==> config.mk <==
export PLATFORM = sky130hd
export DESIGN_NAME = muldiv_sequencer
export DESIGN_NICKNAME = d
export VERILOG_FILES = /design/src/rtl/muldiv_pkg.sv /design/src/rtl/muldiv_step.sv /design/src/rtl/muldiv_sequencer.sv
export SDC_FILE = /design/constraint.sdc
export NUM_CORES = 1
export LEC_CHECK = 0
export BUFFER_PORTS_ARGS = -buffer_cell sky130_fd_sc_hd__buf_2
export CAP_MARGIN = 5
export CORE_MARGIN = 5
export CORE_UTILIZATION = 49
export DETAILED_ROUTE_END_ITERATION = 16
export GPL_TIMING_DRIVEN = 0
export PLACE_DENSITY_LB_ADDON = 0.25
export SLEW_MARGIN = 20
export SYNTH_ARGS = -nofsm -noshare
export SYNTH_HDL_FRONTEND = slang
export SYNTH_HIERARCHICAL = 1
export SYNTH_SLANG_ARGS = --single-unit
==> constraint.sdc <==
create_clock -name clk -period 14 [get_ports clk]
set_clock_uncertainty 0.2 [all_clocks]
set_input_delay 1.4 -clock clk [delete_from_list [all_inputs] [get_ports clk]]
set_output_delay 1.4 -clock clk [all_outputs]
set_load 0.01 [all_outputs]
==> src/rtl/muldiv_pkg.sv <==
// muldiv_pkg: shared types and constants for the RV32M multiply/divide sequencer.
//  XLEN / CNT_W   : datapath and iteration-counter widths.
//  ALU_OPERATION_*: M-extension command codes. These values must stay identical to
//                   the ALU control decode (riscv_ctrl_para.v).
//  state_e        : sequencer FSM states.
//  step_mode_e    : iteration kind selected for muldiv_step.
package muldiv_pkg;

  localparam int XLEN  = 32;
  localparam int CNT_W = $clog2(XLEN) + 1;

  localparam logic [3:0] ALU_OPERATION_MUL   = 4'd0;
  localparam logic [3:0] ALU_OPERATION_MULH  = 4'd1;
  localparam logic [3:0] ALU_OPERATION_MULSU = 4'd2;
  localparam logic [3:0] ALU_OPERATION_MULU  = 4'd3;
  localparam logic [3:0] ALU_OPERATION_DIV   = 4'd4;
  localparam logic [3:0] ALU_OPERATION_DIVU  = 4'd5;
  localparam logic [3:0] ALU_OPERATION_REM   = 4'd6;
  localparam logic [3:0] ALU_OPERATION_REMU  = 4'd7;

  typedef enum logic [2:0] {
    ST_IDLE = 3'd0,
    ST_PREP = 3'd1,
    ST_ITER = 3'd2,
    ST_FIX  = 3'd3,
    ST_DONE = 3'd4
  } state_e;

  typedef enum logic {
    STEP_MUL = 1'b0,
    STEP_DIV = 1'b1
  } step_mode_e;

  // True for any of the eight M-extension codes.
  function automatic logic cmd_valid(input logic [3:0] cmd);
    logic v;
    case (cmd)
      ALU_OPERATION_MUL, ALU_OPERATION_MULH, ALU_OPERATION_MULSU, ALU_OPERATION_MULU,
      ALU_OPERATION_DIV, ALU_OPERATION_DIVU, ALU_OPERATION_REM, ALU_OPERATION_REMU: v = 1'b1;
      default: v = 1'b0;
    endcase
    return v;
  endfunction

  // Operand A is treated as two's complement.
  function automatic logic cmd_a_signed(input logic [3:0] cmd);
    logic v;
    case (cmd)
      ALU_OPERATION_MUL, ALU_OPERATION_MULH, ALU_OPERATION_MULSU,
      ALU_OPERATION_DIV, ALU_OPERATION_REM: v = 1'b1;
      default: v = 1'b0;
    endcase
    return v;
  endfunction

  // Operand B is treated as two's complement (MULSU keeps rs2 unsigned).
  function automatic logic cmd_b_signed(input logic [3:0] cmd);
    logic v;
    case (cmd)
      ALU_OPERATION_MUL, ALU_OPERATION_MULH,
      ALU_OPERATION_DIV, ALU_OPERATION_REM: v = 1'b1;
      default: v = 1'b0;
    endcase
    return v;
  endfunction

  // Divide family (selects the restoring-divide iteration).
  function automatic logic cmd_is_div(input logic [3:0] cmd);
    logic v;
    case (cmd)
      ALU_OPERATION_DIV, ALU_OPERATION_DIVU, ALU_OPERATION_REM, ALU_OPERATION_REMU: v = 1'b1;
      default: v = 1'b0;
    endcase
    return v;
  endfunction

endpackage

==> src/rtl/muldiv_step.sv <==
// muldiv_step: one combinational radix-2 iteration on unsigned magnitudes.
//  mode_i    : STEP_MUL (shift-add) or STEP_DIV (restoring subtract).
//  acc_i     : 2*XLEN accumulator.
//              mul: {partial product high, remaining multiplier bits}, LSB first.
//              div: {partial remainder, remaining dividend / built quotient}, MSB first.
//  operand_i : multiplicand (mul) or divisor (div) magnitude.
//  acc_o     : accumulator after this step (div: bit 0 left clear for the quotient bit).
//  q_bit_o   : quotient bit produced by a divide step, 0 for multiply.
module muldiv_step
  import muldiv_pkg::*;
(
  input  step_mode_e          mode_i,
  input  logic [2*XLEN-1:0]   acc_i,
  input  logic [XLEN-1:0]     operand_i,
  output logic [2*XLEN-1:0]   acc_o,
  output logic                q_bit_o
);

  logic [XLEN-1:0] addend_s;
  logic [XLEN:0]   sum_s;
  logic [XLEN:0]   rem_sh_s;
  logic [XLEN:0]   diff_s;
  logic            fits_s;

  // Multiply: add the multiplicand when the current multiplier bit is set; the
  // carry out lands in the top bit after the right shift.
  assign addend_s = acc_i[0] ? operand_i : {XLEN{1'b0}};
  assign sum_s    = {1'b0, acc_i[2*XLEN-1:XLEN]} + {1'b0, addend_s};

  // Divide: shift the next dividend bit into the remainder. The remainder is
  // always below 2*divisor, so bit XLEN of the difference is a clean borrow flag.
  assign rem_sh_s = acc_i[2*XLEN-1:XLEN-1];
  assign diff_s   = rem_sh_s - {1'b0, operand_i};
  assign fits_s   = ~diff_s[XLEN];

  // Select the iteration result for the current mode.
  always_comb begin
    acc_o   = {2*XLEN{1'b0}};
    q_bit_o = 1'b0;
    case (mode_i)
      STEP_MUL: begin
        acc_o = {sum_s, acc_i[XLEN-1:1]};
      end
      STEP_DIV: begin
        q_bit_o = fits_s;
        if (fits_s) begin
          acc_o = {diff_s[XLEN-1:0], acc_i[XLEN-2:0], 1'b0};
        end else begin
          acc_o = {rem_sh_s[XLEN-1:0], acc_i[XLEN-2:0], 1'b0};
        end
      end
      default: begin
        acc_o   = {2*XLEN{1'b0}};
        q_bit_o = 1'b0;
      end
    endcase
  end

endmodule

==> src/rtl/muldiv_sequencer.sv <==
// muldiv_sequencer: multi-cycle RV32M multiply/divide unit beside the EX-stage ALU.
//  clk, rst            : rising-edge clock, asynchronous active-high reset.
//  start_i, is_mul_i   : request valid, qualified by IsMul from ALU control.
//  alu_cmd_i           : ALU_OPERATION_{MUL..REMU}.
//  rs1_i, rs2_i        : operand A (multiplicand/dividend), operand B (multiplier/divisor).
//  flush_i             : synchronous abort; wins over start_i.
//  ready_o             : 1 only in IDLE.
//  stall_o             : pipeline hold request (combinational).
//  done_o              : 1-cycle result-valid pulse (DONE state).
//  result_o            : registered result, held until replaced by a later completion.
// Flow: IDLE -> PREP -> ITER (XLEN steps) -> FIX -> DONE -> IDLE; special cases and
// unknown commands go PREP -> DONE directly.
module muldiv_sequencer
  import muldiv_pkg::*;
(
  input  logic            clk,
  input  logic            rst,
  input  logic            start_i,
  input  logic            is_mul_i,
  input  logic [3:0]      alu_cmd_i,
  input  logic [XLEN-1:0] rs1_i,
  input  logic [XLEN-1:0] rs2_i,
  input  logic            flush_i,
  output logic            ready_o,
  output logic            stall_o,
  output logic            done_o,
  output logic [XLEN-1:0] result_o
);

  state_e            state_q, state_d;
  logic [3:0]        cmd_q, cmd_d;
  logic [XLEN-1:0]   a_q, a_d;
  logic [XLEN-1:0]   b_q, b_d;
  logic [XLEN-1:0]   opnd_q, opnd_d;
  logic [XLEN-1:0]   result_q, result_d;
  logic [2*XLEN-1:0] acc_q, acc_d;
  logic [CNT_W-1:0]  cnt_q, cnt_d;
  logic              neg_lo_q, neg_lo_d;
  logic              neg_rem_q, neg_rem_d;

  logic              sign_a_s, sign_b_s;
  logic [XLEN-1:0]   mag_a_s, mag_b_s;
  logic              is_div_s, is_rem_s, div_zero_s, div_ovf_s;
  step_mode_e        mode_s;
  logic [2*XLEN-1:0] step_acc_s;
  logic              step_q_s;
  logic [2*XLEN-1:0] prod_s;
  logic [XLEN-1:0]   quot_s, rem_s;

  // Operand decode used in PREP: signs only count for signed operand positions.
  assign sign_a_s   = cmd_a_signed(cmd_q) & a_q[XLEN-1];
  assign sign_b_s   = cmd_b_signed(cmd_q) & b_q[XLEN-1];
  assign mag_a_s    = sign_a_s ? ({XLEN{1'b0}} - a_q) : a_q;
  assign mag_b_s    = sign_b_s ? ({XLEN{1'b0}} - b_q) : b_q;
  assign is_div_s   = cmd_is_div(cmd_q);
  assign is_rem_s   = (cmd_q == ALU_OPERATION_REM) | (cmd_q == ALU_OPERATION_REMU);
  assign div_zero_s = (b_q == {XLEN{1'b0}});
  // Only DIV/REM reach here with both operands signed.
  assign div_ovf_s  = cmd_b_signed(cmd_q) & (a_q == {1'b1, {(XLEN-1){1'b0}}}) &
                      (b_q == {XLEN{1'b1}});
  assign mode_s     = is_div_s ? STEP_DIV : STEP_MUL;

  muldiv_step u_step (
    .mode_i    (mode_s),
    .acc_i     (acc_q),
    .operand_i (opnd_q),
    .acc_o     (step_acc_s),
    .q_bit_o   (step_q_s)
  );

  // Sign fix-up on the final unsigned accumulator (wraps mod 2^(2*XLEN)).
  assign prod_s = neg_lo_q  ? ({(2*XLEN){1'b0}} - acc_q) : acc_q;
  assign quot_s = neg_lo_q  ? ({XLEN{1'b0}} - acc_q[XLEN-1:0]) : acc_q[XLEN-1:0];
  assign rem_s  = neg_rem_q ? ({XLEN{1'b0}} - acc_q[2*XLEN-1:XLEN]) : acc_q[2*XLEN-1:XLEN];

  // Next-state and datapath-load logic.
  always_comb begin
    state_d   = state_q;
    cmd_d     = cmd_q;
    a_d       = a_q;
    b_d       = b_q;
    opnd_d    = opnd_q;
    acc_d     = acc_q;
    cnt_d     = cnt_q;
    neg_lo_d  = neg_lo_q;
    neg_rem_d = neg_rem_q;
    result_d  = result_q;
    if (flush_i && (state_q != ST_IDLE)) begin
      // Abort: drop the operation, leave result_q untouched.
      state_d = ST_IDLE;
    end else begin
      case (state_q)
        ST_IDLE: begin
          if (start_i && is_mul_i && !flush_i) begin
            cmd_d   = alu_cmd_i;
            a_d     = rs1_i;
            b_d     = rs2_i;
            state_d = ST_PREP;
          end else begin
            state_d = ST_IDLE;
          end
        end
        ST_PREP: begin
          neg_lo_d  = sign_a_s ^ sign_b_s;
          neg_rem_d = sign_a_s;
          cnt_d     = CNT_W'(XLEN);
          if (!cmd_valid(cmd_q)) begin
            result_d = {XLEN{1'b0}};
            state_d  = ST_DONE;
          end else if (is_div_s && div_zero_s) begin
            result_d = is_rem_s ? a_q : {XLEN{1'b1}};
            state_d  = ST_DONE;
          end else if (is_div_s && div_ovf_s) begin
            result_d = is_rem_s ? {XLEN{1'b0}} : a_q;
            state_d  = ST_DONE;
          end else if (is_div_s) begin
            acc_d   = {{XLEN{1'b0}}, mag_a_s};
            opnd_d  = mag_b_s;
            state_d = ST_ITER;
          end else begin
            acc_d   = {{XLEN{1'b0}}, mag_b_s};
            opnd_d  = mag_a_s;
            state_d = ST_ITER;
          end
        end
        ST_ITER: begin
          acc_d = {step_acc_s[2*XLEN-1:1], step_acc_s[0] | step_q_s};
          cnt_d = cnt_q - CNT_W'(1);
          // The step taken while cnt_q==1 is the last of XLEN.
          if (cnt_q == CNT_W'(1)) begin
            state_d = ST_FIX;
          end else begin
            state_d = ST_ITER;
          end
        end
        ST_FIX: begin
          case (cmd_q)
            ALU_OPERATION_MUL:                                          result_d = prod_s[XLEN-1:0];
            ALU_OPERATION_MULH, ALU_OPERATION_MULSU, ALU_OPERATION_MULU: result_d = prod_s[2*XLEN-1:XLEN];
            ALU_OPERATION_DIV, ALU_OPERATION_DIVU:                      result_d = quot_s;
            ALU_OPERATION_REM, ALU_OPERATION_REMU:                      result_d = rem_s;
            default:                                                    result_d = {XLEN{1'b0}};
          endcase
          state_d = ST_DONE;
        end
        ST_DONE: begin
          state_d = ST_IDLE;
        end
        default: begin
          state_d = ST_IDLE;
        end
      endcase
    end
  end

  // State and datapath registers.
  always_ff @(posedge clk or posedge rst) begin
    if (rst) begin
      state_q   <= ST_IDLE;
      cmd_q     <= 4'd0;
      a_q       <= {XLEN{1'b0}};
      b_q       <= {XLEN{1'b0}};
      opnd_q    <= {XLEN{1'b0}};
      acc_q     <= {(2*XLEN){1'b0}};
      cnt_q     <= {CNT_W{1'b0}};
      neg_lo_q  <= 1'b0;
      neg_rem_q <= 1'b0;
      result_q  <= {XLEN{1'b0}};
    end else begin
      state_q   <= state_d;
      cmd_q     <= cmd_d;
      a_q       <= a_d;
      b_q       <= b_d;
      opnd_q    <= opnd_d;
      acc_q     <= acc_d;
      cnt_q     <= cnt_d;
      neg_lo_q  <= neg_lo_d;
      neg_rem_q <= neg_rem_d;
      result_q  <= result_d;
    end
  end

  assign ready_o  = (state_q == ST_IDLE);
  assign done_o   = (state_q == ST_DONE);
  assign result_o = result_q;
  // Hold the pipeline from the request cycle itself so the instruction stays in EX.
  assign stall_o  = ((state_q == ST_IDLE) & start_i & is_mul_i & ~flush_i) |
                    (state_q == ST_PREP) | (state_q == ST_ITER) | (state_q == ST_FIX);

endmodule

==> out/summary.txt, run 1 <==
status: finished clean
cell taking the most area after synthesis: dfrtp_1
area grow syn2layout: 11.0%
post-synthesis cell area: 17900 sq um
register area share after synthesis: 29.0%
largest cells by area after synthesis: dfrtp_1, mux2_2, ha_1
post-CTS setup buffers: 0
clock period minus worst slack: 4.76 ns
Clk pwr share: 12.4%
core area: 36300 sq um
CTS tree: done
xor/xnor cell area share of the yosys netlist: 7.82%
CTS max path bufs: 3
Setup crit end kind: flop
Hold Crit Start: result_o[14]
post-route ant nets: 0
Worst Hold Path EP: result_o[14]
final setup violation count: 0
Async SR Flop Fraction: 100%
Synth Net Count: 2369
Final #Nets: 2505
Worst-path clk slew: 0.06 ns
mux cell area share after synthesis: 8.05%
WHS Path Cells: 2
Cell variety after synth: 88
routed vias/inst: 6.58
RSZ-0062 raised after global routing: false
share of the synthesized area in the top cell type: 29.0%
CP max FO: 10
RR Endpoint: acc_q[63]
fin util: 54.6%
register share of total power: 23.8%
HPWL after DPL: 59800 um
clock root buffer: clkbuf_16
largest family of logic cells by synthesized area: compound AO/OA/AOI/OAI gates
H-tree depth: 1
ys flop type: dfrtp_1
maximum vdd drop: 0.118 mV
Psw: 2.66 mW
PostCTS Resize Cnt: 0
CP Data Required Time: 14.23 ns
Startpoint Class: flop
Synth Area in Simple Gates: 21.4%
Static Leakage: 8.40 nW
Synth Warn #: 6
final hold viol count: 0
I/O pins: 108
Fmax: 210 MHz
Int Power: 2.27 mW
DRC: 0
mean post-synth cell area: 8.04 sq um
switching share of power: 53.9%
layout cells sized above 1: 13.1%
Setup CP Type: reg2reg
drt initial violations: 2212
worst reg2reg path depth: 15
total of max-cap violations: 0
Hold Path Class: reg2reg
initial antenna violation count: 1
CTS Buf Count: 24
Rel. slew slack: 26.5%
Die Wd: 201 um
setup tns final: 0 ns
Post-synth EDFFs: 0
Core Rows: 70
WP data arrival: 4.99 ns
Synth Register Bits: 207
CTS Hold Buffers Added: 0
R2R Path Start: acc_q[0]
total iterations of the first detailed-routing run: 8
R2R Setup Slk: 9.24 ns
Comb pwr share: 63.8%
Congestion Overflow GR: 0
total track usage: 35.8%
first-pass GRT wire length: 112000 um
Least-Margin Pin Slew: 1.07 ns
I/O Buffers: 107
Synth Area in Adders: 5.19%
worst slack at placement: 9.45 ns
final slew viol count: 0
die height: 201 um
Synth Area in Compound Gates: 23.6%
largest net degree at the start of global routing: 101
Final Cycle Share: 34.0%
Mapped Cells: 2223
clk sinks: 207
die area: 40400 sq um
Initial Utilization: 49.2%
WL final: 75500 um
Power Dens Cells: 249 nW/um^2
vias in the first global route: 17.9k
vias: 18.7k
Setup WS post-layout: 9.24 ns
post-detailed-route wirelength per cell: 26.5 um
GPL Wtd Cong: 1.01
Clock Latency Late Sink: 0.55 ns
==> worst max-delay path: stages, from the launching register on <==
cell,delay (ns)
dfrtp_1,0.55
clkbuf_1,0.30
and2_1,0.20
ha_1,0.22
fa_1,0.41
a21o_1,0.22
a221o_1,0.36
a21oi_1,0.22
nor2_1,0.15
a41oi_2,0.36
o31ai_1,0.16
a31oi_1,0.31
o21ai_1,0.17
a2111oi_0,0.46
a211oi_1,0.09
a22o_1,0.25
==> logic make-up (layout without fill, tap and decap cells) <==
family                   count (synthesis)  after routing
multiplexers                           131            131
adder cells (fa/ha/maj)                 73             73
XOR/XNOR                               158            158
other                                    0              1
buffers and inverters                  223            376
AND/OR/NAND/NOR                        802            802
AO/OA/AOI/OAI                          629            629
flip-flops                             207            207
==> synthesized netlist by cell type, drive strengths merged (18+ instances only) <==
cell type  count
nand2        221
clkbuf       124
nand4         25
and2          42
xor2          68
a31oi         63
o41ai         19
a21o          30
dfrtp        207
ha            71
buf           32
nand3         56
nor4          40
nand2b        20
mux2i         29
a22o          38
or4           23
a21oi        152
xnor2         90
a211oi        26
inv           67
nor2         237
or3           18
mux2         102
o21ai        120
o31ai         53
nor3          60
==> layout by cell type (no fill, tap or decap), types with 25 or more instances in the layout <==
| cell | instances |
|---|---|
| a22o_1 | 38 |
| mux2i_1 | 29 |
| a211oi_1 | 25 |
| o21ai_0 | 113 |
| a31oi_1 | 63 |
| dfrtp_1 | 207 |
| mux2_2 | 102 |
| clkbuf_1 | 130 |
| xnor2_1 | 89 |
| ha_1 | 71 |
| nor2_1 | 236 |
| o31ai_1 | 52 |
| nand4_1 | 25 |
| and2_1 | 41 |
| buf_2 | 123 |
| nor3_1 | 56 |
| xor2_1 | 67 |
| nor4_1 | 39 |
| inv_1 | 64 |
| clkbuf_16 | 25 |
| nand3_1 | 56 |
| a21o_1 | 30 |
| a21oi_1 | 151 |
| nand2_1 | 221 |
==> worst max-delay path by stage <==
stage | start | to | slack (ns) | cells after the start
floorplan | rst | a_q[0] | 6.75 | 1
global placement | rst | result_o[3] | 4.52 | 2
detailed placement | acc_q[0] | acc_q[63] | 9.45 | 15
CTS | acc_q[0] | acc_q[63] | 9.41 | 15
global route | acc_q[0] | acc_q[63] | 9.07 | 15
finish | acc_q[0] | acc_q[63] | 9.24 | 15
==> sequential cells by signal, summed over array words and instances (netlist names) <==
register / flops
acc_q: 64
a_q: 32
b_q: 32
opnd_q: 32
result_o: 32
cnt_q: 6
cmd_q: 4
state_q: 3
neg_lo_q: 1
neg_rem_q: 1
==> area by class of cell <==
class / instances / area, sq um
Antenna cell: 1 / 2.50
Timing Repair Buffer: 110 / 601
Inverter: 67 / 259
Sequential cell: 207 / 5180
Tap cell: 468 / 586
Clock buffer: 34 / 689
Fill cell: 3474 / 16500
Clock inverter: 9 / 62.6
Multi-Input combinational cell: 1793 / 11800
Buffer: 156 / 628
==> through the flow <==
step | std cells | area (sq um) | total power, mW | hold WS, ns
final | 2845 | 19900 | 4.94 | 0.274
after global routing | 2844 | 19900 | 5.20 | 0.296
after CTS | 2844 | 19800 | 4.81 | 0.275
after detailed placement | 2801 | 19100 | 4.19 | 0.261
after global placement | 2798 | 19000 | 4.15 | 0.264
after floorplan | 2223 | 17900 | 3.18 | 0.264
==> power groups by stage <==
stage,sequential [mW],combinational (mW),clock [mW]
detailed placement,1.16,3.02,0
finish,1.18,3.15,0.610
global placement,1.16,2.99,0
floorplan,0.995,2.19,0
CTS,1.15,3.04,0.616
global route,1.19,3.37,0.640
==> layer usage <==
metal	global-route usage [%]	share of wire [%]
met1	48.3	41
met2	56.4	44
met3	6.49	9.7
met4	16.2	5.4
met5	0	0
No activity file was read; power rests on OpenSTA's default activity.
==> run 2, diff against run 1 <==
==> constraint.sdc (replaced) <==
create_clock -name clk -period 3.8 [get_ports clk]
set_clock_uncertainty 0.2 [all_clocks]
set_input_delay 0.38 -clock clk [delete_from_list [all_inputs] [get_ports clk]]
set_output_delay 0.38 -clock clk [all_outputs]
set_load 0.01 [all_outputs]
==> out/summary.txt, run 2 (same netlist as run 1, synthesis figures left out) <==
final setup violation count: 2 (+2)
Setup WS post-layout: -0.0386 ns (-9.28 ns)
Psw: 10.2 mW (+290%)
WHS Path Cells: 3 (+1)
Die Wd: 201 um (unchanged)
worst slack at placement: -0.651 ns (-10.11 ns)
R2R Setup Slk: -0.04 ns (-9.28 ns)
area grow syn2layout: 21.3%
most common cell after layout, fill and taps aside: nor2_1
CTS tree: done
CP max FO: 10 (unchanged)
GPL Wtd Cong: 1.03 (+2.6%)
worst reg2reg path depth: 9 (-6)
I/O Buffers: 107 (unchanged)
max reg flops: 64 (unchanged)
I/O pins: 108 (unchanged)
final hold viol count: 0 (unchanged)
Comb pwr share: 65.3% (+1.5 points)
Static Leakage: 9.11 nW (+8.4%)
total of max-cap violations: 0 (unchanged)
post-route ant nets: 0 (unchanged)
maximum vdd drop: 0.470 mV (+300%)
CTS Buf Count: 24 (unchanged)
post-detailed-route wirelength per cell: 25.5 um (-3.9%)
total iterations of the first detailed-routing run: 9 (+1)
die area: 40400 sq um (unchanged)
first-pass GRT wire length: 112000 um (-0.52%)
initial antenna violation count: 2 (+1)
WL final: 75500 um (about the same)
Worst Hold Path EP: cnt_q[0]
total track usage: 35.2% (-0.59 points)
leading cell types in the layout, fill and taps excluded: nor2_1, nand2_1, dfrtp_1
status: finished with violations
HPWL after DPL: 57400 um (-4.1%)
die height: 201 um (unchanged)
CP Data Required Time: 4.01 ns (-10.22 ns)
clk sinks: 207 (unchanged)
Fmax: 261 MHz (+24%)
Core Rows: 70 (unchanged)
register with the most flip-flops: acc_q
DRC: 0 (unchanged)
vias in the first global route: 18.0k (+0.54%)
CTS max path bufs: 3 (unchanged)
Clock Latency Late Sink: 0.56 ns (about the same)
R2R Path Start: cmd_q[3]
final slew viol count: 0 (unchanged)
Setup CP Type: reg2reg
clock root buffer: clkbuf_16
RR Endpoint: result_o[19]
switching share of power: 52.7% (-1.2 points)
Hold Crit Start: flush_i
Final Cycle Share: 101% (+67 points)
drt initial violations: 2420 (+9.4%)
violated checks: negative setup slack
setup tns final: -0.0473 ns (-0.0473 ns)
routed vias/inst: 6.57 (-0.12%)
Initial Utilization: 49.2% (unchanged)
Worst-path clk slew: 0.06 ns (about the same)
worst setup path startpoint: cmd_q[3]
Tot Pwr: 19.4 mW (+290%)
clock period minus worst slack: 3.84 ns (-0.919 ns)
Hold Path Class: in2reg
Int Power: 9.20 mW (+300%)
layout cells sized above 1: 18.5% (+5.4 points)
WP data arrival: 4.05 ns (-0.94 ns)
Final #Nets: 2620 (+4.6%)
Startpoint Class: flop
Setup crit end kind: flop
largest net degree at the start of global routing: 35 (-65%)
vias: 19.5k (+4.0%)
core area: 36300 sq um (unchanged)
H-tree depth: 1 (unchanged)
Rel. slew slack: 33.1% (+6.5 points)
Congestion Overflow GR: 0 (unchanged)
Least-Margin Pin Slew: 1.00 ns (-0.0705 ns)
register share of total power: 22.6% (-1.2 points)
Power Dens Cells: 896 nW/um^2 (+260%)
RSZ-0062 raised after global routing: true
Clk pwr share: 12.2% (-0.2 points)
[run 2: cell types whose count changed in the layout (fill, tap and decap cells not counted), moves of 9 or more]
cell | before | now
clkbuf_1 | 130 | 116
buf_4 | 4 | 44
nor4_1 | 39 | 28
buf_12 | 0 | 9
dlygate4sd3_1 | 0 | 69
ha_4 | 0 | 9
dfrtp_1 | 207 | 193
nor4_2 | 0 | 9
dfrtp_2 | 0 | 14
ha_1 | 71 | 58
[run 2: metal layers]
layer  GRT usage (%)  routed length (um)
met5               0                  16
met1            46.9               30000
met2            55.9               33600
met4            15.3                4270
met3            7.21                7710
[run 2: through the flow]
step                instances  hold slack (ns)  util, %  instance area, sq um
floorplan                2223            0.264        -                 17900
global placement         2798            0.263     52.3                 19000
detailed placement       2806            0.263     52.7                 19200
CTS                      2943           0.0863     58.2                 21200
global route             2960            0.122     59.7                 21700
finish                   2962           0.0984     59.7                 21700
[run 2: power groups by stage]
stage	clock, mW	combinational [mW]	sequential [mW]
CTS	2.39	11.7	4.26
floorplan	0	8.05	3.67
global route	2.48	13.5	4.43
finish	2.37	12.7	4.39
detailed placement	0	11.0	4.30
global placement	0	10.8	4.27
[run 2: timing repair]
| item | 4_1_cts | 5_1_grt |
|---|---|---|
| setup buffers | 26 | 19 |
| resized for setup | 63 | 82 |
| hold buffers | 69 | 0 |
| endpoints found under the hold margin | 91 | 0 |
| pin swaps | 15 | 33 |
| endpoints found under the setup margin | 45 | 91 |
[run 2: worst max-delay path: stages (launching register included)]
cell       delay, ns
dfrtp_1         0.35
clkbuf_1        0.64
o21bai_1        0.32
or3_1           0.24
clkbuf_1        0.60
clkbuf_2        0.43
a311oi_1        0.09
nor2_1          0.16
o2111ai_1       0.35
a22o_1          0.31
[run 2: area by class of cell]
type,count,area (sq um)
multi-input combinational,1793,12500
clock buffer,30,663
timing repair buffer,227,1720
clock inverter,14,150
buffer,154,653
antenna,2,5.00
fill,3161,14700
sequential,207,5200
inverter,67,255
tap,468,586
[run 2: worst max-delay path by stage]
stage / end / slack, ns / depth (start not counted)
2_1_floorplan: acc_q[63] / 0.02 / 15
3_3_place_gp: result_o[21] / -1.11 / 8
3_5_place_dp: acc_q[56] / -0.65 / 14
4_1_cts: acc_q[56] / -0.07 / 14
5_1_grt: acc_q[48] / -0.08 / 17
6_report: result_o[19] / -0.04 / 9
